$ cat src/rtl/pc_sequencer.sv
// pc_sequencer: fetch-side program-counter sequencer for the single-cycle CPU.
// Registers the CPU's next address and feeds it back as the fetch address. It
// also provides run/pause/step/halt control, end-of-program and misalignment
// detection, and a saturating retired-instruction counter.
// Optional feature macro: PC_SEQ_BREAKPOINT_EN enables the breakpoint compare.
// When the macro is undefined, bp_valid/bp_addr are ignored and bp_hit stays 0.
module pc_sequencer #(
  parameter int unsigned       ADDR_W   = 32,
  parameter logic [ADDR_W-1:0] RESET_PC = 32'h0000_0000,
  parameter logic [ADDR_W-1:0] END_PC   = 32'h0000_0100
) (
  input  logic              clk,
  input  logic              rst,
  input  logic              start,
  input  logic              step,
  input  logic              stop,
  input  logic [ADDR_W-1:0] next_addr,
  input  logic              bp_valid,
  input  logic [ADDR_W-1:0] bp_addr,
  output logic [ADDR_W-1:0] pc,
  output logic              cpu_en,
  output logic [1:0]        state,
  output logic [31:0]       retired,
  output logic              misaligned,
  output logic              bp_hit
);

  localparam logic [1:0] ST_IDLE  = 2'd0;
  localparam logic [1:0] ST_RUN   = 2'd1;
  localparam logic [1:0] ST_PAUSE = 2'd2;
  localparam logic [1:0] ST_HALT  = 2'd3;

  logic [1:0]        state_q, state_d;
  logic [ADDR_W-1:0] pc_q, pc_d;
  logic [31:0]       retired_q, retired_d;
  logic              misaligned_q, misaligned_d;
  logic              bp_hit_q, bp_hit_d;
  logic              commit_s;
  logic              bp_match_s;

  // The counter holds at all-ones instead of wrapping back to zero.
  function automatic logic [31:0] sat_inc(input logic [31:0] val);
    if (val == 32'hFFFF_FFFF) begin
      sat_inc = val;
    end else begin
      sat_inc = val + 32'd1;
    end
  endfunction

`ifdef PC_SEQ_BREAKPOINT_EN
  assign bp_match_s = bp_valid && (next_addr == bp_addr);
`else
  logic unused_bp_s;
  assign unused_bp_s = bp_valid ^ (^bp_addr);
  assign bp_match_s  = 1'b0;
`endif

  // A commit happens in RUN unless stop is asserted. It also happens in PAUSE
  // on a bare step; start and stop both override step.
  always_comb begin
    commit_s = 1'b0;
    case (state_q)
      ST_RUN:   commit_s = ~stop;
      ST_PAUSE: commit_s = step & ~stop & ~start;
      default:  commit_s = 1'b0;
    endcase
  end

  // Next-state logic. Control transitions come first; commit checks follow in
  // priority order: misaligned, then end-of-program, then breakpoint.
  always_comb begin
    state_d      = state_q;
    pc_d         = pc_q;
    retired_d    = retired_q;
    misaligned_d = misaligned_q;
    bp_hit_d     = 1'b0;

    case (state_q)
      ST_IDLE: begin
        if (start && !stop) begin
          state_d = ST_RUN;
        end else begin
          state_d = ST_IDLE;
        end
      end
      ST_RUN: begin
        if (stop) begin
          state_d = ST_PAUSE;
        end else begin
          state_d = ST_RUN;
        end
      end
      ST_PAUSE: begin
        if (stop) begin
          state_d = ST_PAUSE;
        end else if (start) begin
          state_d = ST_RUN;
        end else begin
          state_d = ST_PAUSE;
        end
      end
      ST_HALT: begin
        if (start && !stop) begin
          state_d      = ST_RUN;
          pc_d         = RESET_PC;
          retired_d    = 32'd0;
          misaligned_d = 1'b0;
        end else begin
          state_d = ST_HALT;
        end
      end
      default: begin
        state_d = ST_IDLE;
      end
    endcase

    if (commit_s) begin
      if (next_addr[1:0] != 2'b00) begin
        misaligned_d = 1'b1;
        state_d      = ST_HALT;
      end else if (next_addr == END_PC) begin
        pc_d      = END_PC;
        retired_d = sat_inc(retired_q);
        state_d   = ST_HALT;
      end else if (bp_match_s) begin
        pc_d      = next_addr;
        retired_d = sat_inc(retired_q);
        bp_hit_d  = 1'b1;
        state_d   = ST_PAUSE;
      end else begin
        pc_d      = next_addr;
        retired_d = sat_inc(retired_q);
      end
    end else begin
      bp_hit_d = 1'b0;
    end
  end

  // State registers. Reset is asynchronous, so the outputs drop at once.
  always_ff @(posedge clk or posedge rst) begin
    if (rst) begin
      state_q      <= ST_IDLE;
      pc_q         <= RESET_PC;
      retired_q    <= 32'd0;
      misaligned_q <= 1'b0;
      bp_hit_q     <= 1'b0;
    end else begin
      state_q      <= state_d;
      pc_q         <= pc_d;
      retired_q    <= retired_d;
      misaligned_q <= misaligned_d;
      bp_hit_q     <= bp_hit_d;
    end
  end

  assign pc         = pc_q;
  assign state      = state_q;
  assign retired    = retired_q;
  assign misaligned = misaligned_q;
  assign bp_hit     = bp_hit_q;
  assign cpu_en     = commit_s;

endmodule
$ cat config.mk
export PLATFORM = sky130hd
export DESIGN_NAME = pc_sequencer
export DESIGN_NICKNAME = d
export VERILOG_FILES = /design/src/rtl/pc_sequencer.sv
export SDC_FILE = /design/constraint.sdc
export NUM_CORES = 1
export LEC_CHECK = 0
export BUFFER_PORTS_ARGS = -buffer_cell sky130_fd_sc_hd__buf_2
export CORE_ASPECT_RATIO = 0.75
export CORE_MARGIN = 2
export CORE_UTILIZATION = 44
export CTS_CLUSTER_DIAMETER = 30
export DETAILED_ROUTE_END_ITERATION = 8
export GPL_TIMING_DRIVEN = 0
export PLACE_DENSITY = 0.77
export SLEW_MARGIN = 0
export SYNTH_ARGS = -nofsm -noshare
export SYNTH_HDL_FRONTEND = slang
export SYNTH_SLANG_ARGS = --single-unit
$ cat constraint.sdc
create_clock -name clk -period 2.24 [get_ports clk]
set_input_delay 0.224 -clock clk [delete_from_list [all_inputs] [get_ports clk]]
set_output_delay 0.224 -clock clk [all_outputs]
set_load 0.01 [all_outputs]
# Yosys cells after proc, flatten, opt, wreduce, memory -nomap -nowiden
# Index checks and enable logic that the tools add are counted.
[word_totals]
mem_bits_ro = 0
latchBits = 0
regBits = 67
memories = 0
wordCells = 43
in_bits = 70
ramBits = 0
[op_classes]
bitwise_logic = 4
eq_ne = 6
n_reduce_logical = 4
mux = 24
mul = 0
addsub = 1
shifts = 0
magnitude_cmp = 0
div_mod_pow = 0
[ops]
columns = ["op", "count"]
rows = [
  ["32-bit 2-to-1 mux", 10],
  ["32-bit by 1-bit adder with 32-bit output (second input constant)", 1],
  ["32-bit equality test (second input constant)", 1],
  ["32-bit by 9-bit equality test with 1-bit output (second input constant)", 1],
  ["2-bit 2-to-1 mux", 7],
  ["2-bit one-hot mux with 4 select lines", 1],
  ["1-bit 2-to-1 mux", 5],
  ["2-bit equality test (second input constant)", 2],
  ["3-bit != test (second input constant)", 1],
  ["1-bit bitwise AND", 2],
  ["2-bit by 1-bit equality test with 1-bit output (second input constant)", 1],
  ["2-bit logical NOT", 1],
  ["1-bit NOT", 2],
  ["1-bit one-hot mux with 2 select lines", 1],
  ["2-bit nonzero test", 1],
  ["1-bit logical AND", 1],
  ["1-bit logical NOT", 1],
]

# Depth between registers and ports, before layout
[depth]
depth_word = 7
ltp_mapped = 10
depth_no_buf = 7

# Least setup slack after synthesis
# Ideal clock, no wire load.
[synth_timing]
path_kind = "reg2reg"
from = "register state_q[0] (netlist: state[0])"
to = "register retired_q[11] (netlist: retired[11])"
path_buffers = 3
synth_period_minus_slack_ns = 2.234
setup_ns = 0.124
path_stages_with_launch = 11
slack_ns = 0.006
t_arrival_ns = 2.110
t_required_ns = 2.116
path_cell_list = "dfrtp_1 -> inv_1 -> ha_1 -> and3b_1 -> o21a_1 -> and4_1 -> buf_6 -> or2_1 -> buf_6 -> buf_8 -> a211o_2"
[synth_between]
elab_chain_cells = 4
elab_cells_between_ends = 8
classes_between = "4 x eq/ne; 4 x mux"
[synth_rtl]
columns = ["element", "line_no", "rtl"]
rows = [
  ["from (decl)", "33", "logic [1:0] state_q, state_d;"],
  ["from (signal assigned)", "148", "state_q <= state_d;"],
  ["parallel branches: the longest is 4 deep, another holds 3-bit != test", "-", ""],
  ["to (signal assigned)", "150", "retired_q <= retired_d;"],
  ["to (decl)", "35", "logic [31:0] retired_q, retired_d;"],
]
# Several ways; the timed one is not identified.
# A chain may end at the register's enable or synchronous reset.

# Final worst setup path
[layout_timing]
from = "register state_q[1] (netlist: state[1])"
to = "register retired_q[29] (netlist: retired[29])"
# Same word-level chain as after synthesis.

==> flow_summary_export.csv <==
group,metric,value,unit
outcome,status,"complete, no violations",
power_and_ir_drop,vdd.ir_drop.worst,0.485,mV
worst_setup_path,reg2reg_to,"retired[29]$_DFFE_PP0P_",
cells_and_area,diodes,0,
cells_and_area,mostFrequentLayoutCell,"buf_2",
routing,routedWlPerCell,18.5,microns
synthesis,yosys.cell_types.count,50,
hold_path,hp-class,"primary input to asynchronous set/reset pin",
synthesis,synthCells,334,
routing,drt_iter0_drc,376,
floorplan,num_rows,27,
global_route,grt_pass1_wl,16400,microns
worst_setup_path,r2r-start,"state[1]$_DFF_PP0_",
floorplan,initial_core_util,45.9,%
synthesis,seq_area_frac_synth,49.2,%
clock_tree,cts-hold-fix-buffers,0,
cells_and_area,finalNetCount,533,
sta,tightest_slew,838,ps
power_and_ir_drop,swShare,33.7,%
power_and_ir_drop,p_switching,1310,uW
clock_tree,cts_tree,"done",
clock_tree,clk_pin_slew,80,ps
power_and_ir_drop,pwr-share-seq,42.8,%
power_and_ir_drop,clockPowerShare,27.5,%
global_route,grtUsageTotal,24.5,%
worst_setup_path,path_max_fanout,10,
routing,drc,0,
sta,setup_tns,0,ps
global_route,grt_max_degree,68,
clock_tree,cts.sinks,67,
power_and_ir_drop,power_leakage,0.00235,uW
sta,rsz0062_at_grt,"true",
clock_tree,clk_latency,350,ps
sta,fin_worst_skew,9.87,ps
placed_design,port_buffers,104,
placed_design,pre_cts_ws,-431,ps
cells_and_area,design_area,0.00452,sq mm
worst_setup_path,start_kind,"flop",
placed_design,dp_hpwl,7060,microns
cells_and_area,finalNonFillerCells,564,
clock_tree,cts_buffers,9,
global_route,overflow,0,
sta,min_period,2190,ps
cells_and_area,drive_above_1_share,40.4,%
clock_tree,root_buffer,"clkbuf_8",
worst_setup_path,rrSetupSlack,50,ps
worst_setup_path,worstPathRequired,2530,ps
floorplan,ioPinCount,139,
global_route,grt_pass1_vias,3201,
sta,drv_slew,0,
power_and_ir_drop,internal-power,2580,uW
synthesis,ys_seq_elements,67,
routing,first_pass_iters,5,
routing,vias_per_cell,6.09,
routing,wl,10400,microns
sta,slew_headroom,44.2,%
cells_and_area,mostFrequentLayoutCells,"buf_2 (107), dfrtp_1 (66), a22o_1 (29)",
worst_setup_path,end_kind,"flop",
power_and_ir_drop,combPwrFrac,29.7,%
clock_tree,clock_path_buffers,2,
floorplan,fp.dieH,80.2,microns
worst_setup_path,ff2ff_path_depth,8,
floorplan,placeableCoreArea,0.00743,sq mm
placed_design,placed_cell_area,0.00406,sq mm
placed_design,place_congestion,0.899,
sta,hold_violations,0,
synthesis,netlist_area,0.00341,sq mm
power_and_ir_drop,power_density,860,mW/mm^2
sta,max_freq,0.456,GHz
placed_design,dpl.cell_count,539,
global_route,antenna_found_initial,0,
sta,setup_ws,46.9,ps
routing,num_vias,3433,
sta,final-setup-viol-count,0,
worst_setup_path,arrival,2480,ps
worst_setup_path,path_class,"flop to flop",
synthesis,syn_area_per_cell,10.2,sq um
run,max_cap_viol_count,0,
synthesis,yosys_warnings,0,
synthesis,synth_nets,409,
clock_tree,htreeDepth,3,
sta,finalCritPeriodShare,97.9,%
routing,antenna_left,0,
floorplan,chipWidth,106,microns
floorplan,dieArea,0.00847,sq mm
cells_and_area,syn_to_final_growth,32.7,%
synthesized netlist by cell type, drive strengths merged:
| master | instances | area (sq um) |
|---|---|---|
| or3 | 5 | 31.3 |
| inv | 9 | 33.8 |
| a41oi | 1 | 8.76 |
| o41ai | 1 | 8.76 |
| or2b | 1 | 7.51 |
| nand4bb | 1 | 11.3 |
| nand2 | 25 | 93.8 |
| mux2i | 1 | 10.0 |
| ha | 5 | 62.6 |
| conb | 1 | 3.75 |
| nand3 | 15 | 80.1 |
| or2 | 4 | 25.0 |
| o21a | 2 | 15.0 |
| clkbuf | 14 | 52.6 |
| nor3 | 11 | 60.1 |
| buf | 4 | 45.0 |
| nand4 | 14 | 103 |
| o211a | 2 | 20.0 |
| nor2b | 1 | 6.26 |
| a211o | 11 | 110 |
| nor2 | 17 | 63.8 |
| and4 | 1 | 8.76 |
| a22o | 30 | 272 |
| a21oi | 16 | 80.1 |
| or4 | 4 | 30.0 |
| o31ai | 6 | 45.0 |
| a41o | 3 | 30.0 |
| a31o | 1 | 8.76 |
| o21ai | 13 | 65.1 |
| and2 | 4 | 25.0 |
| nor4 | 12 | 90.1 |
| o211ai | 4 | 30.0 |
| and3b | 1 | 8.76 |
| a21o | 3 | 22.5 |
| o31a | 1 | 8.76 |
| o2111ai | 1 | 8.76 |
| a31oi | 6 | 37.5 |
| nor4b | 3 | 26.3 |
| and3 | 13 | 82.6 |
| dfrtp | 67 | 1680 |
registers in the layout, indices dropped and copies added, names as in the netlist:
signal      count
misaligned      1
pc             32
retired        32
state           2
what timing repair did:
action	CTS	global route
pin swaps	2	15
resized for setup	21	30
gates cloned	0	1
buffers inserted	4	5
endpoints found under the setup margin	64	60
power by group through the flow:
stage	combinational [uW]	clock [uW]	sequential (uW)
6_report	1160	1070	1660
5_1_grt	1250	1120	1700
4_1_cts	1100	1080	1660
3_5_place_dp	1040	0	1680
3_3_place_gp	1010	0	1660
2_1_floorplan	455	0	1800
worst max path at each step:
stage,from,endpoint,cells after the start
global placement,rst,pc[21]$_DFF_PP0_,2
CTS,retired[10]$_DFFE_PP0P_,retired[23]$_DFFE_PP0P_,6
detailed placement,state[0]$_DFF_PP0_,retired[5]$_DFFE_PP0P_,8
global route,state[0]$_DFF_PP0_,retired[6]$_DFFE_PP0P_,9
finish,state[1]$_DFF_PP0_,retired[29]$_DFFE_PP0P_,8
floorplan,state[0]$_DFF_PP0_,retired[11]$_DFFE_PP0P_,10
cell families after synthesis:
family | Yosys count | synth area share (%)
adder cells (fa/ha/maj) | 5 | 1.84
flip-flops | 67 | 49.2
AND/OR/NAND/NOR | 132 | 22.1
buffers and inverters | 27 | 3.85
AO/OA/AOI/OAI | 101 | 22.6
other | 1 | 0.110
multiplexers | 1 | 0.294
layer usage:
metal	routed length, microns	vias up	share of wire (%)	global-route usage [%]
li1	-	1541	-	-
met4	192	0	1.8	6.58
met2	4880	179	47	37.6
met1	4570	1689	44	34.9
met5	0	-	0	0
met3	800	24	7.7	5.84
metrics by stage:
stage / utilization [%] / hold WS, ps / power [uW]
after floorplan: - / 347 / 2250
after global placement: 54.6 / 448 / 2670
after detailed placement: 54.6 / 447 / 2720
after CTS: 58.6 / 68.2 / 3840
after global routing: 60.8 / 91.9 / 4080
final: 60.8 / 37.8 / 3890
critical path: stages (launching register included):
cell and delay (ps):
dfrtp_2 420, inv_2 70, ha_4 260, nor4b_4 220, o21a_4 200, clkbuf_1 440, o21ai_0 190, a41o_1 230
nand3_1 80
cell type report:
type,count,area [sq um]
buffer,17,106
clock inverter,7,83.8
multi-input combinational,240,1750
timing repair buffer,114,613
inverter,9,36.3
sequential,67,1680
tap,101,126
fill,642,2910
clock buffer,9,124
No activity file was read; power rests on OpenSTA's default activity.
